[src/rtl/vending_pkg.sv]
// Shared channel map and sizing helpers for the vending-machine input path.
package vending_pkg;

  localparam int unsigned N_CH_DEFAULT = 4;

  localparam int unsigned CH_COIN      = 0;
  localparam int unsigned CH_ACCEPT    = 1;
  localparam int unsigned CH_RST_MOORE = 2;
  localparam int unsigned CH_RST_MEALY = 3;

  // Counter width able to hold 0..n-1, never narrower than one bit.
  function automatic int unsigned cnt_width(input int unsigned n);
    return (n > 1) ? $clog2(n) : 1;
  endfunction

endpackage

[src/rtl/input_debounce_ch.sv]
// One pad channel: synchronizer chain, stability counter, and registered edge pulses.
module input_debounce_ch
  import vending_pkg::*;
#(
  parameter int unsigned SYNC_STAGES     = 2,
  parameter int unsigned DEBOUNCE_CYCLES = 16
) (
  input  logic clk,
  input  logic rst,
  input  logic ena,
  input  logic raw,
  output logic level,
  output logic rise,
  output logic fall
);

  localparam int unsigned CNT_W = cnt_width(DEBOUNCE_CYCLES);
  localparam logic [CNT_W-1:0] CNT_LAST = CNT_W'(DEBOUNCE_CYCLES - 1);

  logic [SYNC_STAGES-1:0] sync;
  logic [CNT_W-1:0]       cnt;
  logic                   s;

  assign s = sync[SYNC_STAGES-1];

  // A new level is accepted only after DEBOUNCE_CYCLES consecutive differing samples.
  always_ff @(posedge clk) begin
    if (rst) begin
      sync  <= '0;
      cnt   <= '0;
      level <= 1'b0;
      rise  <= 1'b0;
      fall  <= 1'b0;
    end else if (ena) begin
      sync <= {sync[SYNC_STAGES-2:0], raw};
      rise <= 1'b0;
      fall <= 1'b0;
      if (s == level) begin
        cnt <= '0;
      end else if (cnt != CNT_LAST) begin
        cnt <= cnt + CNT_W'(1);
      end else begin
        level <= s;
        cnt   <= '0;
        rise  <= s;
        fall  <= ~s;
      end
    end else begin
      rise <= 1'b0;
      fall <= 1'b0;
    end
  end

endmodule

[src/rtl/vending_input_conditioner.sv]
// Conditions raw vending pads into clean levels/edges and a rate-limited coin strobe.
module vending_input_conditioner
  import vending_pkg::*;
#(
  parameter int unsigned N_CH            = N_CH_DEFAULT,
  parameter int unsigned SYNC_STAGES     = 2,
  parameter int unsigned DEBOUNCE_CYCLES = 16,
  parameter int unsigned MIN_GAP         = 8
) (
  input  logic            clk,
  input  logic            rst,
  input  logic            ena,
  input  logic [N_CH-1:0] raw_in,
  output logic [N_CH-1:0] level_out,
  output logic [N_CH-1:0] rise_pulse,
  output logic [N_CH-1:0] fall_pulse,
  output logic            coin_pulse,
  output logic            coin_overrun
);

  localparam int unsigned GAP_W = cnt_width(MIN_GAP);
  localparam logic [GAP_W-1:0] GAP_RELOAD = GAP_W'(MIN_GAP - 1);

  for (genvar i = 0; i < N_CH; i++) begin : g_ch
    input_debounce_ch #(
      .SYNC_STAGES     (SYNC_STAGES),
      .DEBOUNCE_CYCLES (DEBOUNCE_CYCLES)
    ) u_ch (
      .clk   (clk),
      .rst   (rst),
      .ena   (ena),
      .raw   (raw_in[i]),
      .level (level_out[i]),
      .rise  (rise_pulse[i]),
      .fall  (fall_pulse[i])
    );
  end

  logic [GAP_W-1:0] gap;
  logic             pending;
  logic             coin_evt;

  assign coin_evt = rise_pulse[CH_COIN];

  // Coin gate: one-deep buffer; a pending coin always goes out ahead of a fresh one.
  always_ff @(posedge clk) begin
    if (rst) begin
      gap          <= '0;
      pending      <= 1'b0;
      coin_pulse   <= 1'b0;
      coin_overrun <= 1'b0;
    end else if (!ena) begin
      coin_pulse   <= 1'b0;
      coin_overrun <= 1'b0;
    end else begin
      coin_pulse   <= 1'b0;
      coin_overrun <= 1'b0;
      if (gap != '0) begin
        gap <= gap - GAP_W'(1);
      end
      if ((gap == '0) && (coin_evt || pending)) begin
        coin_pulse <= 1'b1;
        gap        <= GAP_RELOAD;
        pending    <= pending & coin_evt;
      end else if (coin_evt) begin
        if (!pending) begin
          pending <= 1'b1;
        end else begin
          coin_overrun <= 1'b1;
        end
      end
    end
  end

endmodule
[config.mk]
export PLATFORM = sky130hd
export DESIGN_NAME = vending_input_conditioner
export DESIGN_NICKNAME = d
export VERILOG_FILES = /design/src/rtl/vending_pkg.sv /design/src/rtl/input_debounce_ch.sv /design/src/rtl/vending_input_conditioner.sv
export SDC_FILE = /design/constraint.sdc
export NUM_CORES = 1
export LEC_CHECK = 0
export CORE_MARGIN = 2
export CORE_UTILIZATION = 35
export CTS_CLUSTER_SIZE = 24
export DETAILED_ROUTE_END_ITERATION = 7
export GPL_TIMING_DRIVEN = 0
export PLACE_DENSITY = 0.67
export SLEW_MARGIN = 10
export SYNTH_ARGS = -nofsm -noshare
export SYNTH_HDL_FRONTEND = slang
export SYNTH_SLANG_ARGS = --single-unit
[constraint.sdc]
create_clock -name clk -period 1.15 [get_ports clk]
set_input_delay 0.115 -clock clk [delete_from_list [all_inputs] [get_ports clk]]
set_output_delay 0.115 -clock clk [all_outputs]
set_load 0.005 [all_outputs]
**Yosys cells after proc, flatten, opt, wreduce, memory -nomap -nowiden**

Cells that the tools add are included.

- Reductions and logical operators: 18
- Add/subtract/negate cells: 5
- Bitwise logic cells: 15
- Multiplexer cells: 14
- Equal/unequal tests: 8

Operators with widths:

| kind | number |
|---|---|
| $mux W4 | 8 |
| $reduce_or A4 Y1 | 5 |
| $add A4 B1 Y4 const B | 4 |
| $ne A4 B4 Y1 const B | 4 |
| $not A1 Y1 | 14 |
| $reduce_and A3 Y1 | 4 |
| $mux W3 | 2 |
| $eq A1 B1 Y1 | 4 |
| $mux W1 | 4 |
| $reduce_and A2 Y1 | 2 |
| $reduce_bool A2 Y1 | 2 |
| $logic_not A3 Y1 | 1 |
| $reduce_bool A3 Y1 | 1 |
| $sub A3 B1 Y3 const B | 1 |
| $reduce_or A2 Y1 | 1 |
| $and A1 B1 Y1 | 1 |
| $logic_and A1 B1 Y1 | 1 |
| $logic_or A1 B1 Y1 | 1 |

- Output and inout bits: 14
- Logic and storage cells: 84
- Flip-flop bits (word level): 42
- Input port bits: 7

**Logic depth before layout (Yosys ltp)**

Gate-level depths: netlist of run 1.

- Depth after elaboration: 4
- Mapped depth: 6
- Gate-level depth less buffers: 6

**Hierarchy**

Synthesis of run 1 repeated with hierarchy kept, for this count alone.

- Cells, all modules: 194
- Area total of the unflattened synthesis: 1903.1 sq um

Modules (own cells, without submodules):

| module | seq. area each (sq um) | cells an instance | area an instance (sq um) | times used |
|---|---|---|---|---|
| input_debounce_ch | 180.2 | 41 | 400.4 | 4 |
| vending_input_conditioner | 120.1 | 30 | 301.5 | 1 |

**Least setup slack after synthesis of run 1**

OpenSTA, ideal clock, no wires.

- Kind: register to register
- From: register gap[0]
- To: register gap[1]
- Path slack: -0.092 ns
- Data required time: 1.055 ns
- Arrival: 1.146 ns
- Buffers on the path: 0
- Cell stages (with the launch flop): 7
- Period minus slack after synthesis: 1.242 ns
- Setup time: 0.095 ns
- Cells stage by stage: dfxtp_1 -> inv_1 -> ha_1 -> ha_1 -> inv_1 -> o31ai_1 -> a221oi_1

- Word-level cells in the longest chain between the ends: 4
- Elaborated cells between the ends (all ways): 8
- Those cells by class: add/sub: 1; mux: 2; reduce/logical: 5

RTL lines:

| element | RTL line | source |
|---|---|---|
| start: declaration | vending_input_conditioner.sv:39 | `logic [GAP_W-1:0] gap;` |
| start signal: assignment | vending_input_conditioner.sv:59 | `gap <= gap - GAP_W'(1);` |
| branches (longest 4 deep; another with $sub A3 B1 Y3) | -- |  |

Several ways; the timed one is not identified. The select of a mux whose other input is x is not followed.
A chain may end at the register's enable or synchronous reset.

**Final worst setup path of run 1**

Ends and elaborated chain as after synthesis.

==> results of run 1 <==
what timing repair did:
| action | in CTS | in global routing |
|---|---|---|
| hold buffers | 0 | 0 |
| endpoints found under the setup margin | 26 | 25 |
| setup buffers | 9 | 3 |
| pin swaps | 8 | 7 |
| gates resized for setup | 39 | 19 |
kinds of logic (layout without fill, tap and decap cells):
family | Yosys count | in the layout | synth area share, %
adders and majority gates | 6 | 6 | 4.10
buffers and inverters | 27 | 65 | 9.44
muxes | 12 | 12 | 6.57
DFF | 42 | 42 | 46.0
AOI/OAI and AO/OA | 32 | 32 | 11.4
and+or+nand+nor | 66 | 66 | 19.2
xor gates and xnor gates | 7 | 7 | 3.35
tightest hold or removal path, cell delays in order:
cell      delay, ps
buf_6           120
nand2_1          70
or3_1           110
a211oi_2         60
placed cells by master (no fill, tap or decap), drive strengths merged, types with 4 or more instances in the layout:
cell / count
xor2: 7
clkbuf: 10
dfxtp: 42
clkdlybuf4s50: 4
ha: 6
nand4: 8
o21ai: 5
buf: 31
dlygate4sd2: 13
nor2: 15
nor3b: 4
inv: 6
nor4b: 4
mux2i: 12
a21oi: 15
nand3: 8
nand2: 13
power by group:
group          total (mW)  internal, mW  switching [mW]
Clock               0.981         0.484           0.496
Sequential           1.52          1.49          0.0279
Combinational       0.595         0.308           0.287
area by class of cell:
class	count	area (sq um)	area share, %
plain buffers	21	150	6.12
clock inverters	1	5.00	0.204
inverters	6	25.0	1.02
multi-input cells	123	976	39.8
well taps	70	87.6	3.57
repair buffers	30	255	10.4
clock buffers	7	86.3	3.52
flip-flops and latches	42	867	35.4
sequential cells by signal (all words and copies together), names as in the netlist:
signal / cells
g_ch.u_ch.rise: 4
coin_overrun: 1
coin_pulse: 1
g_ch.u_ch.sync: 8
g_ch.u_ch.fall: 4
pending: 1
gap: 3
g_ch.u_ch.level: 4
g_ch.u_ch.cnt: 16
Yosys cell counts, drive strengths merged (5+ instances only):
cell type	number	area [sq um]
dfxtp	42	841
buf	18	139
a21oi	15	75.1
nor2	15	56.3
nand2	13	48.8
mux2i	12	120
nand3	8	40.0
nand4	8	50.1
xor2	7	61.3
ha	6	75.1
inv	6	22.5
o21ai	5	25.0
through the flow:
step | TNS, ps | instance area [sq um] | power [mW] | util [%] | worst slack [ps]
6_report | -102 | 2450 | 3.10 | 48.3 | -37.2
5_1_grt | -459 | 2450 | 3.24 | 48.3 | -108
4_1_cts | -295 | 2340 | 3.11 | 46.1 | -99.2
3_5_place_dp | -291 | 2130 | 1.94 | 41.9 | -83.6
3_3_place_gp | -181 | 2130 | 1.91 | 41.9 | -60.8
2_1_floorplan | -8.31 | 1860 | 1.84 | - | -4.17
metal layers:
| layer | track usage [%] | vias to the layer above |
|---|---|---|
| li1 | - | 743 |
| met1 | 16.1 | 721 |
| met2 | 22.3 | 28 |
| met3 | 4.50 | 5 |
| met4 | 5.09 | 0 |
| met5 | 0 | - |
final timing paths:
check,start,end,depth (start not counted)
min reg2reg,gap[1]$_SDFFE_PP0P_,gap[1]$_SDFFE_PP0P_,2
max,gap[0]$_SDFFE_PP0P_,gap[1]$_SDFFE_PP0P_,6
min,ena,g_ch[0].u_ch.cnt[3]$_SDFFE_PP0P_,4
max reg2reg,gap[0]$_SDFFE_PP0P_,gap[1]$_SDFFE_PP0P_,6
==> key figures, run 1 <==
STA
  • Fin. Hold Viols: 0
  • Maximum clock rate: 842 MHz
  • Period minus WS final: 1190 ps
  • Pins Over Slew Limit: 0
  • RSZ-0062 raised after global routing: true
  • Final hold slack: 231 ps
  • Final setup margin: -37.2 ps
  • Max_slew headroom: 65.5%
  • Worst slew pin tran: 518 ps
  • Max Clock Skew: 5.16 ps
  • Final Setup Violations: 3
  • Final period util: 103%

Layout
  • Layout filler cell count: 495
  • Layout area overhead: 34.1%
  • Share of cells above drive strength 1: 33.5%
  • Diodes inserted: 0
  • Fin nets: 242
  • Fin cells: 300

Clock network
  • CTS tree: yes
  • Clk buf depth: 2
  • Clock Latency Late Sink: 290 ps
  • Clock Sinks: 42
  • Htree depth: 2
  • Clk pin slew, worst setup/hold paths: 80 ps
  • Cts bufs inserted: 5
  • Clock Tree Root: clkbuf_8

Critical path
  • Crit path kind: flop to flop
  • CP Buf/Inv Count: 2
  • CP max stage delay: 330 ps
  • CP Cell Sequence: inv_2 -> ha_4 -> ha_4 -> inv_4 -> o31ai_4 -> a221oi_2
  • Worst-path fanout max: 3
  • Worst Path Arrival: 1360 ps
  • Delay-heaviest family, CP: compound AO/OA/AOI/OAI gates
  • CP max-delay cell: dfxtp_2
  • CP Data Required Time: 1320 ps
  • Setup crit end kind: flop
  • CP dominant cell by count: ha_4
  • CP startpoint kind: flop
  • R2R Setup Slk: -40 ps

Synth
  • Register bit total from synthesis: 42
  • Asr flop ratio synth: 0%
  • Synth warn: 0
  • Number of synthesized flops with an enable pin: 0
  • Syn Area/Cell: 9.53 sq um
  • Post-synth net total: 205
  • Post-synthesis cell count: 192
  • Netlist cell types: 32
  • Mapped Area: 0.00183 sq mm
  • Ys flop type: dfxtp_1
  • Sequential share of the synthesized area: 46.0%

Floorplanning
  • Starting Density: 36.0%
  • Die Y-Extent: 76.3 um
  • Floorplan row count: 26
  • DIE AREA: 0.00582 sq mm
  • Core area: 0.00507 sq mm
  • Die width: 76.3 um
  • I/O pin total: 21

Route
  • Vias per cell: 4.99
  • DRC Markers: 0
  • Initial drt markers: 97
  • Routed Antenna Nets: 0
  • DRT Pass-1 Iters: 4
  • DR WL met2: 1960 um
  • WL/cell: 13.0 um
  • Met3 routed WL: 139 um
  • M1 wire length: 1750 um
  • Via count: 1,497
  • WL final: 3890 um
  • Top Layer Used: met4

Worst hold path
  • HP Class: primary input to flop

Global routing
  • Largest net degree at the start of global routing: 13
  • Gr usage total: 13.4%
  • Vias in the first global route: 1,362
  • GRT overflow: 0
  • Initial antenna violation count: 0
  • First-pass GRT wire length: 6290 um

Placed design
  • Number of port buffers: 18
  • Placed insts: 280
  • Hpwl dp: 2420 um
  • RePlAce Congestion: 0.816

Run status
  • Run status: finished with violations
  • Failing checks: negative setup slack

Flow run
  • Maxcap violations: 0

Power and ir drop
  • Power density over cell area: 1260 mW/mm^2
  • Leakage dissipation: 1.03 nW
  • VDD IR max: 0.519 mV
No activity file was read; power rests on OpenSTA's default activity.
==> inputs of run 2 (changes only) <==
--- a/config.mk
+++ b/config.mk
@@ -6,11 +6,11 @@
 export NUM_CORES = 1
 export LEC_CHECK = 0
 export CORE_MARGIN = 2
-export CORE_UTILIZATION = 35
+export CORE_UTILIZATION = 31
 export CTS_CLUSTER_SIZE = 24
 export DETAILED_ROUTE_END_ITERATION = 7
 export GPL_TIMING_DRIVEN = 0
-export PLACE_DENSITY = 0.67
+export PLACE_DENSITY = 0.62
 export SLEW_MARGIN = 10
 export SYNTH_ARGS = -nofsm -noshare
 export SYNTH_HDL_FRONTEND = slang
==> key figures, run 2 (synthesized netlist as in run 1, its figures left out) <==
Critical path
  • CP startpoint kind: flop
  • Worst Path Arrival: 1330 ps
  • FF-to-FF path depth: 6
  • CP Data Required Time: 1320 ps
  • Setup crit end kind: flop
  • Crit path kind: flop to flop
  • Worst-path fanout max: 3

Global routing
  • GRT overflow: 0
  • Largest net degree at the start of global routing: 13
  • First-pass GRT wire length: 6230 um
  • Gr usage total: 12.5%
  • Vias in the first global route: 1,363
  • Initial antenna violation count: 0

Run status
  • Run status: finished with violations
  • Failing checks: negative setup slack

Power and ir drop
  • Leakage dissipation: 1.03 nW
  • Power density over cell area: 1310 mW/mm^2
  • VDD IR max: 0.526 mV

Layout
  • Share of cells above drive strength 1: 34.2%
  • Top reg by flops: g_ch.u_ch.cnt
  • Fin nets: 243
  • Biggest regs: g_ch.u_ch.cnt (16), g_ch.u_ch.sync (8)
  • Most frequent cells in the layout: 26 x dfxtp_1, 25 x buf_4, 15 x a21oi_1, 15 x nor2_1
  • Layout area overhead: 36.7%
  • Fin cells: 303
  • Layout filler cell count: 555
  • Commonest non-fill, non-tap cell in the layout: dfxtp_1
  • Diodes inserted: 0
  • Final core occ: 44.6%
  • Max FFs per register: 16

STA
  • Max Clock Skew: 5.00 ps
  • Maximum clock rate: 860 MHz
  • Pins Over Slew Limit: 0
  • Final setup margin: -13.1 ps
  • Worst slew pin tran: 486 ps
  • Final Setup Violations: 3
  • Fin. Hold Viols: 0
  • Final hold slack: 232 ps
  • Final period util: 101%
  • Period minus WS final: 1160 ps
  • Max_slew headroom: 67.6%
  • RSZ-0062 raised after global routing: true

Placed design
  • Hpwl dp: 2460 um
  • Placed insts: 282
  • RePlAce Congestion: 0.775
  • Number of port buffers: 18

Clock network
  • Clock Latency Late Sink: 290 ps
  • Clk buf depth: 2
  • CTS tree: yes
  • Clock Sinks: 42
  • Cts bufs inserted: 5
  • Clock Tree Root: clkbuf_8
  • Clk pin slew, worst setup/hold paths: 80 ps
  • Hold buffer count at cts: 0
  • Htree depth: 2

Worst hold path
  • HP Class: primary input to flop
  • Min-Delay Path Depth: 4

Route
  • Vias per cell: 4.84
  • DRC Markers: 0
  • DRT Pass-1 Iters: 4
  • WL final: 3990 um
  • Via count: 1,468
  • Routed Antenna Nets: 0
  • WL/cell: 13.2 um
  • Initial drt markers: 100

Floorplanning
  • I/O pin total: 21
  • Floorplan row count: 27
  • Die width: 80.8 um
  • Die Y-Extent: 80.8 um
  • Core area: 0.00561 sq mm
  • Starting Density: 32.6%
  • DIE AREA: 0.00653 sq mm

Flow run
  • Maxcap violations: 0
run 2: cell types whose count changed in the layout (fill, tap and decap cells not counted), sizes merged:
cell,previous run,this run
clkinv,1,0
clkdlybuf4s15,0,1
bufinv,0,1
run 2: repair_timing:
item / CTS / global route
gates resized for setup: 28 / 34
endpoints found under the setup margin: 20 / 27
setup buffers: 7 / 6
pin swaps: 4 / 7
run 2: path summary, 6_finish.rpt:
kind | startpoint | endpoint | slack, ps
max | gap[0]$_SDFFE_PP0P_ | gap[2]$_SDFFE_PP0P_ | -10
min | ena | g_ch[0].u_ch.cnt[3]$_SDFFE_PP0P_ | 230
max reg2reg | gap[0]$_SDFFE_PP0P_ | gap[2]$_SDFFE_PP0P_ | -10
min reg2reg | g_ch[3].u_ch.cnt[1]$_SDFFE_PP0P_ | g_ch[3].u_ch.cnt[1]$_SDFFE_PP0P_ | 490
run 2: where the power goes:
group / internal [mW] / leakage [nW] / total [mW] / switching (mW)
logic: 0.306 / 0.634 / 0.586 / 0.280
clock network: 0.650 / 0.0524 / 1.16 / 0.507
registers: 1.49 / 0.349 / 1.53 / 0.0307
total: 2.45 / 1.03 / 3.27 / 0.818
run 2: metrics by stage:
stage / total power, mW / setup TNS, ps / worst slack [ps] / cell area [sq um]
floorplan: 1.84 / -8.31 / -4.17 / 1860
global placement: 1.91 / -224 / -66.9 / 2130
detailed placement: 1.93 / -314 / -84.4 / 2130
CTS: 3.19 / -219 / -70.3 / 2310
global route: 3.43 / -490 / -73.2 / 2500
finish: 3.27 / -35.7 / -13.1 / 2500
run 2: final cells by class:
| class | instances | area [sq um] | area share [%] |
|---|---|---|---|
| inverters | 6 | 25.0 | 1.00 |
| well taps | 72 | 90.1 | 3.60 |
| flip-flops and latches | 42 | 868 | 34.7 |
| plain buffers | 21 | 150 | 6.00 |
| clock inverters | 1 | 30.0 | 1.20 |
| multi-input cells | 123 | 1000 | 40.0 |
| clock buffers | 7 | 76.3 | 3.05 |
| repair buffers | 31 | 262 | 10.5 |
run 2: per-layer routing:
layer / GRT usage, % / vias up / wire, um
met1: 15.5 / 705 / 1790
met2: 20.9 / 19 / 1990
met3: 3.67 / 7 / 142
met5: 0 / - / 0
li1: - / 737 / -
met4: 3.56 / 0 / 65
run 2: worst max-delay path, stage by stage, from the launching register on:
cell,delay [ps]
dfxtp_2,330
inv_2,70
ha_4,130
ha_4,150
inv_4,40
o31ai_4,230
a221oi_2,100
==> inputs of run 3 (changes only) <==
--- a/config.mk
+++ b/config.mk
@@ -5,7 +5,6 @@
 export SDC_FILE = /design/constraint.sdc
 export NUM_CORES = 1
 export LEC_CHECK = 0
-export CORE_MARGIN = 2
 export CORE_UTILIZATION = 31
 export CTS_CLUSTER_SIZE = 24
 export DETAILED_ROUTE_END_ITERATION = 7
==> key figures, run 3 (synthesized netlist as in run 1, its figures left out) <==
Power and ir drop
  • Seq pwr share: 50.2%
  • Power share of the clock group: 31.9%
  • Sw frac: 25.8%
  • Leakage dissipation: 1.02 nW
  • Logic pwr share: 17.9%
  • Net load switching power: 0.783 mW
  • Power density over cell area: 1230 mW/mm^2
  • Internal power: 2.25 mW
  • VDD IR max: 0.562 mV

Clock network
  • Clock Latency Late Sink: 290 ps
  • Clock Sinks: 42
  • Clk buf depth: 2
  • Clk pin slew, worst setup/hold paths: 80 ps
  • Hold buffer count at cts: 0
  • Htree depth: 2
  • CTS tree: yes
  • Cts bufs inserted: 5
  • Clock Tree Root: clkbuf_8

Layout
  • Fin nets: 241
  • Max FFs per register: 16
  • Diodes inserted: 0
  • Top reg by flops: g_ch.u_ch.cnt
  • Most frequent cells in the layout: 26 x dfxtp_1, 23 x buf_4, 15 x a21oi_1, 15 x nor2_1, 14 x dlygate4sd2_1
  • Share of cells above drive strength 1: 33.6%
  • Design Area, Final: 0.00246 sq mm
  • Layout area overhead: 34.7%
  • Fin cells: 301
  • Final core occ: 44.0%
  • Biggest regs: g_ch.u_ch.cnt (16), g_ch.u_ch.sync (8)
  • Commonest non-fill, non-tap cell in the layout: dfxtp_1

Critical path
  • Setup crit end kind: flop
  • WP depth: 6
  • Worst Path Arrival: 1360 ps
  • CP Buf/Inv Count: 2
  • FF-to-FF path depth: 6
  • CP startpoint kind: flop
  • CP Data Required Time: 1320 ps
  • CP Cell Sequence: inv_2 -> ha_4 -> ha_4 -> inv_4 -> o31ai_4 -> a221oi_2
  • Delay-heaviest family, CP: compound AO/OA/AOI/OAI gates
  • CP dominant cell by count: ha_4
  • CP max-delay cell: dfxtp_2
  • Reg2reg start: gap[0]$_SDFFE_PP0P_
  • CP max stage delay: 330 ps
  • Critical Path Start: gap[0]$_SDFFE_PP0P_
  • Crit path kind: flop to flop
  • Worst-path fanout max: 3

Global routing
  • Initial antenna violation count: 0
  • Gr usage total: 12.5%
  • Largest net degree at the start of global routing: 13
  • GRT overflow: 0
  • First-pass GRT wire length: 5920 um
  • Vias in the first global route: 1,309

Route
  • Routed Antenna Nets: 0
  • Initial drt markers: 71
  • WL final: 3770 um
  • WL/cell: 12.5 um
  • DRT Pass-1 Iters: 4
  • Via count: 1,450
  • Vias per cell: 4.82
  • DRC Markers: 0

Placed design
  • Placed cell area: 0.00213 sq mm
  • Hpwl dp: 2360 um
  • Number of port buffers: 18
  • Placed insts: 282
  • RePlAce Congestion: 0.774

Worst hold path
  • HP Class: primary input to flop
  • Worst hold start: ena
  • Min-Delay Path Depth: 4

STA
  • RSZ-0062 raised after global routing: true
  • Fin. Hold Viols: 0
  • Final setup margin: -43.8 ps
  • Worst slew pin tran: 555 ps
  • Final Setup Violations: 4
  • Final period util: 104%
  • Max_slew headroom: 63.0%
  • Setup TNS: -110 ps
  • Maximum clock rate: 838 MHz
  • Period minus WS final: 1190 ps
  • Max Clock Skew: 9.08 ps
  • Pins Over Slew Limit: 0

Floorplanning
  • DIE AREA: 0.00621 sq mm
  • Core area: 0.00561 sq mm
  • Die width: 78.8 um
  • Floorplan row count: 27
  • Die Y-Extent: 78.8 um
  • Starting Density: 32.6%
  • I/O pin total: 21

Flow run
  • Maxcap violations: 0

Run status
  • Failing checks: negative setup slack
  • Run status: finished with violations
-- run 3: what timing repair did --
item,in CTS,in global routing
endpoints found under the setup margin,22,25
gates resized for setup,28,32
pin swaps,6,7
buffers inserted,7,4
-- run 3: final timing paths --
path	end	slack, ps
setup reg to reg	gap[2]$_SDFFE_PP0P_	-40
setup / recovery	gap[2]$_SDFFE_PP0P_	-40
hold reg to reg	gap[0]$_SDFFE_PP0P_	480
hold / removal	g_ch[0].u_ch.cnt[3]$_SDFFE_PP0P_	240
-- run 3: worst register-to-register path, delay by kind of cell, from the launching register on --
kind                     cells  cell delay, ps
AO/OA/AOI/OAI                2             340
flip-flops                   1             330
adder cells (fa/ha/maj)      2             290
buffers and inverters        2             110
-- run 3: layout make-up --
| type | instances | area, sq um |
|---|---|---|
| Clock buffer | 7 | 86.3 |
| Fill cell | 577 | 3140 |
| Clock inverter | 1 | 5.00 |
| Inverter | 6 | 25.0 |
| Multi-Input combinational cell | 123 | 995 |
| Timing Repair Buffer | 29 | 245 |
| Buffer | 21 | 150 |
| Tap cell | 72 | 90.1 |
| Sequential cell | 42 | 868 |
-- run 3: power groups by stage --
stage	clock, mW	combinational, mW	sequential (mW)
6_report	0.968	0.543	1.52
5_1_grt	1.06	0.598	1.53
4_1_cts	1.01	0.478	1.52
3_5_place_dp	0	0.365	1.55
3_3_place_gp	0	0.357	1.55
2_1_floorplan	0	0.286	1.55
-- run 3: layer usage --
layer	vias to the layer above	wire length [um]	global-route usage (%)
met3	8	131	3.79
met1	675	1710	14.9
met5	-	0	0
met2	27	1850	20.4
met4	0	75	5.82
li1	740	-	-
-- run 3: per-stage QoR --
step,setup slack (ps),total power [mW],hold slack (ps)
after global routing,-111,3.19,251
final,-43.8,3.03,238
after CTS,-82.4,3.01,199
after global placement,-64.7,1.91,463
after detailed placement,-92.5,1.92,474
after floorplan,-4.17,1.84,262
